<file path="config.mk">
export PLATFORM = sky130hd
export DESIGN_NAME = mips_decode_execute
export DESIGN_NICKNAME = d
export VERILOG_FILES = /design/src/rtl/mips_pkg.sv /design/src/rtl/mips_alu.sv /design/src/rtl/mips_decode_execute.sv
export SDC_FILE = /design/constraint.sdc
export NUM_CORES = 1
export LEC_CHECK = 0
export ABC_AREA = 1
export CORE_MARGIN = 1
export CORE_UTILIZATION = 50
export DETAILED_ROUTE_END_ITERATION = 12
export PLACE_DENSITY = 0.73
export SLEW_MARGIN = 20
export SYNTH_ARGS = -nofsm -noshare
export SYNTH_HDL_FRONTEND = slang
export SYNTH_SLANG_ARGS = --single-unit
</file>
<file path="constraint.sdc">
create_clock -name clk -period 15.5 [get_ports clk]
set_clock_uncertainty 0.2 [all_clocks]
set_input_delay 3.1 -clock clk [delete_from_list [all_inputs] [get_ports clk]]
set_output_delay 3.1 -clock clk [all_outputs]
set_load 0.1 [all_outputs]
</file>
<file path="src/rtl/mips_pkg.sv">
// Shared constants for the MIPS decode/execute slice.
// Holds the opcode and funct encodings, the ALU operation codes, the
// write-back and destination-register selects, and the operand-A selects.
// This file has no ports.
package mips_pkg;

  // Primary opcodes (instr[31:26])
  localparam logic [5:0] OP_RTYPE = 6'h00;
  localparam logic [5:0] OP_J     = 6'h02;
  localparam logic [5:0] OP_JAL   = 6'h03;
  localparam logic [5:0] OP_BEQ   = 6'h04;
  localparam logic [5:0] OP_BNE   = 6'h05;
  localparam logic [5:0] OP_ADDI  = 6'h08;
  localparam logic [5:0] OP_ADDIU = 6'h09;
  localparam logic [5:0] OP_SLTI  = 6'h0A;
  localparam logic [5:0] OP_SLTIU = 6'h0B;
  localparam logic [5:0] OP_ANDI  = 6'h0C;
  localparam logic [5:0] OP_ORI   = 6'h0D;
  localparam logic [5:0] OP_XORI  = 6'h0E;
  localparam logic [5:0] OP_LUI   = 6'h0F;
  localparam logic [5:0] OP_LW    = 6'h23;
  localparam logic [5:0] OP_SW    = 6'h2B;

  // R-type function codes (instr[5:0])
  localparam logic [5:0] FN_SLL  = 6'h00;
  localparam logic [5:0] FN_SRL  = 6'h02;
  localparam logic [5:0] FN_SRA  = 6'h03;
  localparam logic [5:0] FN_SLLV = 6'h04;
  localparam logic [5:0] FN_SRLV = 6'h06;
  localparam logic [5:0] FN_SRAV = 6'h07;
  localparam logic [5:0] FN_JR   = 6'h08;
  localparam logic [5:0] FN_ADD  = 6'h20;
  localparam logic [5:0] FN_ADDU = 6'h21;
  localparam logic [5:0] FN_SUB  = 6'h22;
  localparam logic [5:0] FN_SUBU = 6'h23;
  localparam logic [5:0] FN_AND  = 6'h24;
  localparam logic [5:0] FN_OR   = 6'h25;
  localparam logic [5:0] FN_XOR  = 6'h26;
  localparam logic [5:0] FN_NOR  = 6'h27;
  localparam logic [5:0] FN_SLT  = 6'h2A;
  localparam logic [5:0] FN_SLTU = 6'h2B;

  // ALU operation codes
  localparam logic [4:0] ALU_ADD  = 5'd0;
  localparam logic [4:0] ALU_SUB  = 5'd1;
  localparam logic [4:0] ALU_AND  = 5'd2;
  localparam logic [4:0] ALU_OR   = 5'd3;
  localparam logic [4:0] ALU_XOR  = 5'd4;
  localparam logic [4:0] ALU_NOR  = 5'd5;
  localparam logic [4:0] ALU_SLT  = 5'd6;
  localparam logic [4:0] ALU_SLTU = 5'd7;
  localparam logic [4:0] ALU_SLL  = 5'd8;
  localparam logic [4:0] ALU_SRL  = 5'd9;
  localparam logic [4:0] ALU_SRA  = 5'd10;
  localparam logic [4:0] ALU_EQ   = 5'd11;
  localparam logic [4:0] ALU_NE   = 5'd12;

  // Write-back select
  localparam logic [1:0] M2R_ALU = 2'd0;
  localparam logic [1:0] M2R_MEM = 2'd1;
  localparam logic [1:0] M2R_PC4 = 2'd2;

  // Destination register select
  localparam logic [1:0] DST_RT = 2'd0;
  localparam logic [1:0] DST_RD = 2'd1;
  localparam logic [1:0] DST_RA = 2'd2;

  // Operand A select
  localparam logic [1:0] ASEL_RS    = 2'd0;
  localparam logic [1:0] ASEL_LUI   = 2'd1;
  localparam logic [1:0] ASEL_SHAMT = 2'd2;

  // LUI is executed as SLL of the immediate by this constant
  localparam logic [31:0] LUI_SHIFT = 32'd16;

endpackage

</file>
<file path="src/rtl/mips_alu.sv">
// Combinational 32-bit ALU with zero and signed-overflow flags.
// Ports:
//   a_i      in  32  operand A (shift amount for shift ops, in a_i[4:0])
//   b_i      in  32  operand B (value shifted for shift ops)
//   op_i     in  5   ALU operation code (mips_pkg ALU_*)
//   result_o out 32  result; codes without a defined operation give 0
//   zero_o   out 1   result_o == 0
//   ovf_o    out 1   signed overflow, meaningful for ADD/SUB only
module mips_alu
  import mips_pkg::*;
(
  input  logic [31:0] a_i,
  input  logic [31:0] b_i,
  input  logic [4:0]  op_i,
  output logic [31:0] result_o,
  output logic        zero_o,
  output logic        ovf_o
);

  logic signed [31:0] a_s;
  logic signed [31:0] b_s;
  logic [31:0]        sum;
  logic [31:0]        diff;

  assign a_s  = a_i;
  assign b_s  = b_i;
  assign sum  = a_i + b_i;
  assign diff = a_i - b_i;

  always_comb begin
    result_o = '0;
    ovf_o    = 1'b0;
    case (op_i)
      ALU_ADD: begin
        result_o = sum;
        // Same-sign operands producing a result of the other sign
        ovf_o    = (a_i[31] == b_i[31]) && (sum[31] != a_i[31]);
      end
      ALU_SUB: begin
        result_o = diff;
        ovf_o    = (a_i[31] != b_i[31]) && (diff[31] != a_i[31]);
      end
      ALU_AND:  result_o = a_i & b_i;
      ALU_OR:   result_o = a_i | b_i;
      ALU_XOR:  result_o = a_i ^ b_i;
      ALU_NOR:  result_o = ~(a_i | b_i);
      ALU_SLT:  result_o = {31'b0, (a_s < b_s)};
      ALU_SLTU: result_o = {31'b0, (a_i < b_i)};
      ALU_SLL:  result_o = b_i << a_i[4:0];
      ALU_SRL:  result_o = b_i >> a_i[4:0];
      ALU_SRA:  result_o = $unsigned(b_s >>> a_i[4:0]);
      ALU_EQ:   result_o = {31'b0, (a_i == b_i)};
      ALU_NE:   result_o = {31'b0, (a_i != b_i)};
      default:  result_o = '0;
    endcase
  end

  assign zero_o = (result_o == '0);

endmodule

</file>
<file path="src/rtl/mips_decode_execute.sv">
// Registered decode/execute slice of a single-cycle MIPS datapath:
// main control decode, 16->32 immediate extension, operand muxes and ALU,
// all captured in one output register (one cycle from instr to result).
// Ports:
//   clk, rst      rising-edge clock, synchronous active-high reset
//   instr         instruction word
//   rs_data       register-file read of instr[25:21]
//   rt_data       register-file read of instr[20:16]
//   alu_result    registered ALU result
//   zero          registered (alu_result == 0)
//   overflow      registered signed overflow of ADD, SUB, ADDI
//   ext_imm       registered extended immediate
//   wr_reg        registered destination register (rt, rd or 31)
//   alu_op        registered ALU operation code
//   mem2reg       write-back select (0 ALU, 1 memory, 2 PC+4)
//   reg_wr        register-file write enable
//   mem_wr        data-memory write enable
module mips_decode_execute
  import mips_pkg::*;
(
  input  logic        clk,
  input  logic        rst,
  input  logic [31:0] instr,
  input  logic [31:0] rs_data,
  input  logic [31:0] rt_data,
  output logic [31:0] alu_result,
  output logic        zero,
  output logic        overflow,
  output logic [31:0] ext_imm,
  output logic [4:0]  wr_reg,
  output logic [4:0]  alu_op,
  output logic [1:0]  mem2reg,
  output logic        reg_wr,
  output logic        mem_wr
);

  logic [5:0]  opcode;
  logic [5:0]  funct;
  logic [4:0]  rt_f;
  logic [4:0]  rd_f;
  logic [4:0]  shamt;
  logic [15:0] imm;

  assign opcode = instr[31:26];
  assign rt_f   = instr[20:16];
  assign rd_f   = instr[15:11];
  assign shamt  = instr[10:6];
  assign funct  = instr[5:0];
  assign imm    = instr[15:0];

  // The rs field only addresses the register file upstream.
  logic unused_rs_field;
  assign unused_rs_field = &{1'b0, instr[25:21]};

  // Decoded control
  logic [4:0] alu_op_dec;
  logic [1:0] dst_sel;
  logic [1:0] m2r_dec;
  logic [1:0] a_sel;
  logic       b_is_rt;
  logic       zext;
  logic       ovf_en;
  logic       reg_wr_dec;
  logic       mem_wr_dec;

  always_comb begin
    alu_op_dec = ALU_ADD;
    dst_sel    = DST_RT;
    m2r_dec    = M2R_ALU;
    a_sel      = ASEL_RS;
    b_is_rt    = 1'b0;
    zext       = 1'b0;
    ovf_en     = 1'b0;
    reg_wr_dec = 1'b0;
    mem_wr_dec = 1'b0;
    case (opcode)
      OP_RTYPE: begin
        b_is_rt    = 1'b1;
        dst_sel    = DST_RD;
        reg_wr_dec = 1'b1;
        case (funct)
          FN_ADD:  ovf_en = 1'b1;
          FN_ADDU: alu_op_dec = ALU_ADD;
          FN_SUB:  begin alu_op_dec = ALU_SUB; ovf_en = 1'b1; end
          FN_SUBU: alu_op_dec = ALU_SUB;
          FN_AND:  alu_op_dec = ALU_AND;
          FN_OR:   alu_op_dec = ALU_OR;
          FN_XOR:  alu_op_dec = ALU_XOR;
          FN_NOR:  alu_op_dec = ALU_NOR;
          FN_SLT:  alu_op_dec = ALU_SLT;
          FN_SLTU: alu_op_dec = ALU_SLTU;
          FN_SLL:  begin alu_op_dec = ALU_SLL; a_sel = ASEL_SHAMT; end
          FN_SRL:  begin alu_op_dec = ALU_SRL; a_sel = ASEL_SHAMT; end
          FN_SRA:  begin alu_op_dec = ALU_SRA; a_sel = ASEL_SHAMT; end
          FN_SLLV: alu_op_dec = ALU_SLL;
          FN_SRLV: alu_op_dec = ALU_SRL;
          FN_SRAV: alu_op_dec = ALU_SRA;
          FN_JR:   reg_wr_dec = 1'b0;
          default: reg_wr_dec = 1'b0;  // unknown funct behaves as a NOP
        endcase
      end
      OP_ADDI:  begin reg_wr_dec = 1'b1; ovf_en = 1'b1; end
      OP_ADDIU: reg_wr_dec = 1'b1;
      OP_SLTI:  begin reg_wr_dec = 1'b1; alu_op_dec = ALU_SLT; end
      OP_SLTIU: begin reg_wr_dec = 1'b1; alu_op_dec = ALU_SLTU; end
      OP_ANDI:  begin reg_wr_dec = 1'b1; alu_op_dec = ALU_AND; zext = 1'b1; end
      OP_ORI:   begin reg_wr_dec = 1'b1; alu_op_dec = ALU_OR;  zext = 1'b1; end
      OP_XORI:  begin reg_wr_dec = 1'b1; alu_op_dec = ALU_XOR; zext = 1'b1; end
      OP_LUI:   begin reg_wr_dec = 1'b1; alu_op_dec = ALU_SLL; a_sel = ASEL_LUI; end
      OP_LW:    begin reg_wr_dec = 1'b1; m2r_dec = M2R_MEM; end
      OP_SW:    mem_wr_dec = 1'b1;
      OP_BEQ:   begin alu_op_dec = ALU_EQ; b_is_rt = 1'b1; end
      OP_BNE:   begin alu_op_dec = ALU_NE; b_is_rt = 1'b1; end
      OP_J:     alu_op_dec = ALU_ADD;
      OP_JAL:   begin reg_wr_dec = 1'b1; dst_sel = DST_RA; m2r_dec = M2R_PC4; end
      default:  alu_op_dec = ALU_ADD;  // unknown opcode behaves as a NOP
    endcase
  end

  // Extension, operand selection and ALU
  logic [31:0] ext_imm_d;
  logic [31:0] op_a;
  logic [31:0] op_b;
  logic [31:0] alu_res;
  logic        alu_zero;
  logic        alu_ovf;
  logic [4:0]  wr_reg_d;

  assign ext_imm_d = zext ? {16'b0, imm} : {{16{imm[15]}}, imm};

  always_comb begin
    case (a_sel)
      ASEL_LUI:   op_a = LUI_SHIFT;
      ASEL_SHAMT: op_a = {27'b0, shamt};
      default:    op_a = rs_data;
    endcase
  end

  assign op_b = b_is_rt ? rt_data : ext_imm_d;

  mips_alu u_alu (
    .a_i      (op_a),
    .b_i      (op_b),
    .op_i     (alu_op_dec),
    .result_o (alu_res),
    .zero_o   (alu_zero),
    .ovf_o    (alu_ovf)
  );

  always_comb begin
    case (dst_sel)
      DST_RD:  wr_reg_d = rd_f;
      DST_RA:  wr_reg_d = 5'd31;
      default: wr_reg_d = rt_f;
    endcase
  end

  // Output register stage
  logic [31:0] alu_result_q;
  logic        zero_q;
  logic        overflow_q;
  logic [31:0] ext_imm_q;
  logic [4:0]  wr_reg_q;
  logic [4:0]  alu_op_q;
  logic [1:0]  mem2reg_q;
  logic        reg_wr_q;
  logic        mem_wr_q;

  logic [31:0] alu_result_d;
  logic        zero_d;
  logic        overflow_d;
  logic [4:0]  alu_op_d;
  logic [1:0]  mem2reg_d;
  logic        reg_wr_d;
  logic        mem_wr_d;

  always_comb begin
    alu_result_d = alu_res;
    zero_d       = alu_zero;
    // ADDU/SUBU/ADDIU/LW/SW also use the adder but never flag overflow
    overflow_d   = ovf_en & alu_ovf;
    alu_op_d     = alu_op_dec;
    mem2reg_d    = m2r_dec;
    reg_wr_d     = reg_wr_dec;
    mem_wr_d     = mem_wr_dec;
  end

  always_ff @(posedge clk) begin
    if (rst) begin
      alu_result_q <= '0;
      zero_q       <= 1'b0;
      overflow_q   <= 1'b0;
      ext_imm_q    <= '0;
      wr_reg_q     <= '0;
      alu_op_q     <= '0;
      mem2reg_q    <= '0;
      reg_wr_q     <= 1'b0;
      mem_wr_q     <= 1'b0;
    end else begin
      alu_result_q <= alu_result_d;
      zero_q       <= zero_d;
      overflow_q   <= overflow_d;
      ext_imm_q    <= ext_imm_d;
      wr_reg_q     <= wr_reg_d;
      alu_op_q     <= alu_op_d;
      mem2reg_q    <= mem2reg_d;
      reg_wr_q     <= reg_wr_d;
      mem_wr_q     <= mem_wr_d;
    end
  end

  assign alu_result = alu_result_q;
  assign zero       = zero_q;
  assign overflow   = overflow_q;
  assign ext_imm    = ext_imm_q;
  assign wr_reg     = wr_reg_q;
  assign alu_op     = alu_op_q;
  assign mem2reg    = mem2reg_q;
  assign reg_wr     = reg_wr_q;
  assign mem_wr     = mem_wr_q;

endmodule

</file>
# After elaboration in Yosys (flattened, before gate mapping)
# Index checks and enable logic that the tools add are counted.
[word_totals]
rom_bits = 0
ff_bits = 80
ramBits = 0
n_memories = 0
inputBits = 98
latch_bits = 0
[op_classes]
n_mul = 0
addsub = 2
order_cmp = 2
eq_ne = 50
div_mod_pow = 0
bitwise_logic = 5
muxes = 19
shifts = 3
reduce_logical = 16
[op_table]
columns = ["op", "count"]
rows = [
  ["32-bit one-hot mux with 13 select lines", 1],
  ["6-bit == test (second input constant)", 12],
  ["32-bit less-than comparator", 2],
  ["32-bit two-way mux", 2],
  ["32-bit one-hot mux with 2 select lines", 1],
  ["6-bit by 4-bit == test with 1-bit output (second input constant)", 8],
  ["4-bit one-hot mux with 10 select lines", 1],
  ["4-bit one-hot mux with 9 select lines", 1],
  ["32-bit adder", 1],
  ["32-bit AND", 1],
  ["32-bit == test", 1],
  ["32-bit logical NOT", 1],
  ["32-bit inequality test", 1],
  ["32-bit inverter", 1],
  ["32-bit OR", 1],
  ["32-bit by 5-bit left shift with 32-bit output", 1],
  ["32-bit by 5-bit right shift with 32-bit output", 1],
  ["32-bit by 5-bit >>> shifter with 32-bit output", 1],
  ["32-bit subtractor", 1],
  ["32-bit XOR", 1],
  ["6-bit by 3-bit == test with 1-bit output (second input constant)", 5],
  ["4-bit == test (second input constant)", 5],
  ["6-bit by 2-bit == test with 1-bit output (second input constant)", 3],
  ["4-bit by 3-bit == test with 1-bit output (second input constant)", 4],
  ["other kinds (19)", 40],
]

# Longest topological paths before layout
[logic_depth]
word_depth = 11
ltp_mapped = 39
depth_no_buf = 35

# Hierarchy
# From an unflattened synthesis, not the netlist that was laid out.
[unflattened]
cells_unflattened = 2752
hier_area_um2 = 13802.0
[modules_own_cells]
columns = ["mod", "instances", "area_per_inst_um2", "seq_area_each_um2", "cells_each"]
rows = [
  ["mips_alu", 1, 10801.6, 0.0, 2304],
  ["mips_decode_execute", 1, 3000.4, 1281.2, 448],
]

# Worst setup path after synthesis
# Ideal clock, no wire load.
[synth_path]
kind = "in2reg"
from = "in instr[31]"
to = "reg zero_q, in the netlist zero"
arrival_time_ns = 7.417
path_stages = 36
path_buffers = 4
t_required_ns = 15.236
path_slack_ns = 7.819
setup_time_ns = 0.064
cell_sequence = "nor2_4 -> nand3_2 -> inv_2 -> nand2_1 -> nor2_1 -> inv_1 -> ha_1 -> nor2_1 -> inv_1 -> o21bai_1 -> buf_2 -> clkinv_1 -> clkbuf_1 -> buf_2 -> ha_1 -> buf_2 -> nand2_1 -> inv_1 -> nand3_1 -> o21ai_0 -> nand2_1 -> nand2_1 -> nand2_1 -> nand2_1 -> nand2_1 -> nand2_1 -> nor2_1 -> nor2_1 -> nand2_1 -> nor2_1 -> nand3_1 -> nor2_1 -> nand2_1 -> nor2_1 -> nand3_1 -> nor2_1"
[synth_between]
elab_chain_cells = 9
[synth_rtl]
columns = ["item", "line_no", "rtl"]
rows = [
  ["start: declaration", "mips_decode_execute.sv:23", "input logic [31:0] instr,"],
  ["branches (longest 7 deep; another with 32-bit subtractor)", "--", ""],
  ["32-bit one-hot mux with 13 select lines (*)", "mips_alu.sv:33", "case (op_i)"],
  ["32-bit logical NOT (*)", "mips_alu.sv:58", "assign zero_o = (result_o == '0);"],
  ["end signal: assignment", "mips_decode_execute.sv:201", "zero_q <= zero_d;"],
  ["end: declaration", "mips_decode_execute.sv:160", "logic zero_q;"],
]
# Mark *: on every way between the ends.
# A chain may end at the register's enable or synchronous reset.

# Worst setup path in the final report
[layout_path]
from = "in instr[30]"
to = "reg zero_q, in the netlist zero"
# Same word-level chain as after synthesis.

==> out/metrics.yaml <==
run:
  drv_cap: 0
critical_path:
  cpMostUsedCell: "nand2_1"
  max_stage_delay_ns: 0.71
  start_kind: "primary input"
  cp_max_fo: 37
  required_ns: 15.61
  slowest_stage: "o21ai_0"
  critPathKind: "in2reg"
  critPathCaptureType: "register"
  arrival_ns: 10.57
global_routing:
  grt-ovfl-total: 0
  grt_start_max_net_pins: 78
  grt_pass1_vias: 16120
  grt_util_all_layers: 0.4427
  antenna_found_initial: 1
  grt_pass1_wl_mm: 94.84
floorplan:
  io_pins: 178
  die_x_um: 166.8
  dieArea_mm2: 0.02784
  core.rowCount: 59
  fp.dieH_um: 166.8
  coreArea_mm2: 0.02635
  initial_core_util: 0.5155
logic_synthesis:
  synth_seq_area_share: 0.09430
  synth.mux.area_fraction: 0
  synth.ff_latch_count: 64
  syn_area_mm2: 0.01359
  syn_nets: 2795
  synth_compound_area_frac: 0.09900
  synthArstFlopShare: 0
  yosys.area_share.simple: 0.5586
  synth_enable_flop_cells: 0
  synth_largest_area_cell: "nand2_1"
  synth_top_area_share: 0.2160
  ys_warn_count: 0
  ys_types: 53
  synth_fa_ha_area_frac: 0.1042
  syn_inst: 2585
  synthFlopType: "dfxtp_1"
  yosysMostFrequentCell: "nand2_1"
  synth_xor_area_frac: 0.01483
  synth_top_family_by_area: "simple AND/OR/NAND/NOR gates"
  synth_top_cells_by_area: "nand2_1, nand3_1, ha_1"
  postSynthAreaPerCell_um2: 5.256
  yosys-top-cells-count: "nand2_1, nand3_1, nor2_1"
cts:
  clock_sinks: 64
  cts-root-buf: "clkbuf_16"
  cts_tree: "built"
  cts_hold_buffers: 0
  cts_buffer_depth: 2
  postCtsResizedCells: 0
  cts_buffers: 9
  htreeDepth: 3
  postCtsSetupRepairBufs: 0
  cts.clk_slew.worst_paths_ns: 0.08
pwr:
  p_leak_nw: 8.051
  ir_drop_uv: 61.94
  power_mw: 1.150
  p_per_area_mw_per_mm2: 74.26
place:
  port_buffers: 171
  gp_congestion: 1.079
  dp_hpwl_mm: 50.24
sta:
  rsz0062_at_grt: "false"
  clock.fmax_ghz: 0.09561
  hold_violations: 0
  max_slew.worst_pin.slew_ns: 1.251
  slew_violations: 0
  finalSetupViolCount: 0
  fin_crit_sh: 0.6748
  period_minus_slack_ns: 10.46
  tns_ns: 0
  max-slew-margin-rel: 0.1653
routing:
  dr.pass1.iters: 9
  vias: 18300
  antenna_left: 0
  avgRoutedWirePerCell_um: 21.17
  avgViaCountPerCell: 6.118
  wirelength_mm: 63.31
  drc: 0
  drt_iter0_markers: 2863
final_layout:
  drive_above_1_share: 0.04181
  nNetsFinal: 2860
  largest_reg_flops: 32
  syn2layout_area_growth_pct: 13.97
worst_hold_path:
  min_path_type: "in2reg"
run_status:
  status: "finished clean"
## power breakdown
part / internal, mW / leakage (nW) / switching [mW]
logic: 0.194 / 7.37 / 0.540
clock network: 0.127 / 0.147 / 0.102
registers: 0.181 / 0.530 / 0.00582
total: 0.503 / 8.05 / 0.647
## worst max-delay path, delay by kind of cell
kind,cells,cell delay (ns)
AND/OR/NAND/NOR,20,3.39
buffers and inverters,9,2.06
adder cells (fa/ha/maj),3,1.16
AO/OA/AOI/OAI,2,0.80
## placed cells by master, fill, tap and decap left out, types with 14 or more instances in the layout
cell	instances
xor2_1	20
nand3_1	522
clkdlybuf4s50_1	170
nor2_1	287
nor3_1	20
dfxtp_1	64
nand3_2	14
inv_1	257
a21oi_1	114
o21ai_0	62
inv_2	23
buf_4	17
nand2_1	781
nand4_1	60
ha_1	110
## cell families (layout without fill, tap and decap cells)
kind of cell,Yosys count,after routing
flip-flops,64,64
AND/OR/NAND/NOR,1731,1731
AO/OA/AOI/OAI,239,239
XOR/XNOR,23,23
buffers and inverters,415,485
other,1,2
adder cells (fa/ha/maj),112,112
## through the flow
stage          std cells  hold slack, ns  setup slack, ns  instance area (µm²)  utilization
5_1_grt             2990           3.075            4.778                15480       0.5875
4_1_cts             2990           3.121            5.325                15480       0.5874
3_3_place_gp        2974           3.472            5.065                15180       0.5759
3_5_place_dp        2974           3.479            4.983                15180       0.5759
2_1_floorplan       2585           3.007            7.819                13590            -
6_report            2991           3.041            5.041                15480       0.5876
## area by class of cell
| class | count | area (µm²) |
|---|---|---|
| repair buffers | 187 | 1829 |
| multi-input cells | 2106 | 10590 |
| fillers | 2751 | 10870 |
| clock inverters | 7 | 77.57 |
| flip-flops and latches | 64 | 1281 |
| diodes | 1 | 2.502 |
| inverters | 282 | 1059 |
| clock buffers | 9 | 225.2 |
| well taps | 335 | 419.2 |
## per-layer routing
layer / part of all wire / GRT usage / vias up
met5: 0 / 0 / -
met4: 0.065 / 0.2548 / 0
met3: 0.13 / 0.1131 / 210
met2: 0.41 / 0.6629 / 1372
met1: 0.39 / 0.5726 / 8173
li1: - / - / 8543
## path summary, 6_finish.rpt
kind | endpoint | cells after the start | slack, ns | from
max | zero$_SDFF_PP0_ | 34 | 5.04 | instr[30]
min | alu_op[3]$_SDFF_PP0_ | 2 | 3.04 | rst
No activity file was read; power rests on OpenSTA's default activity.
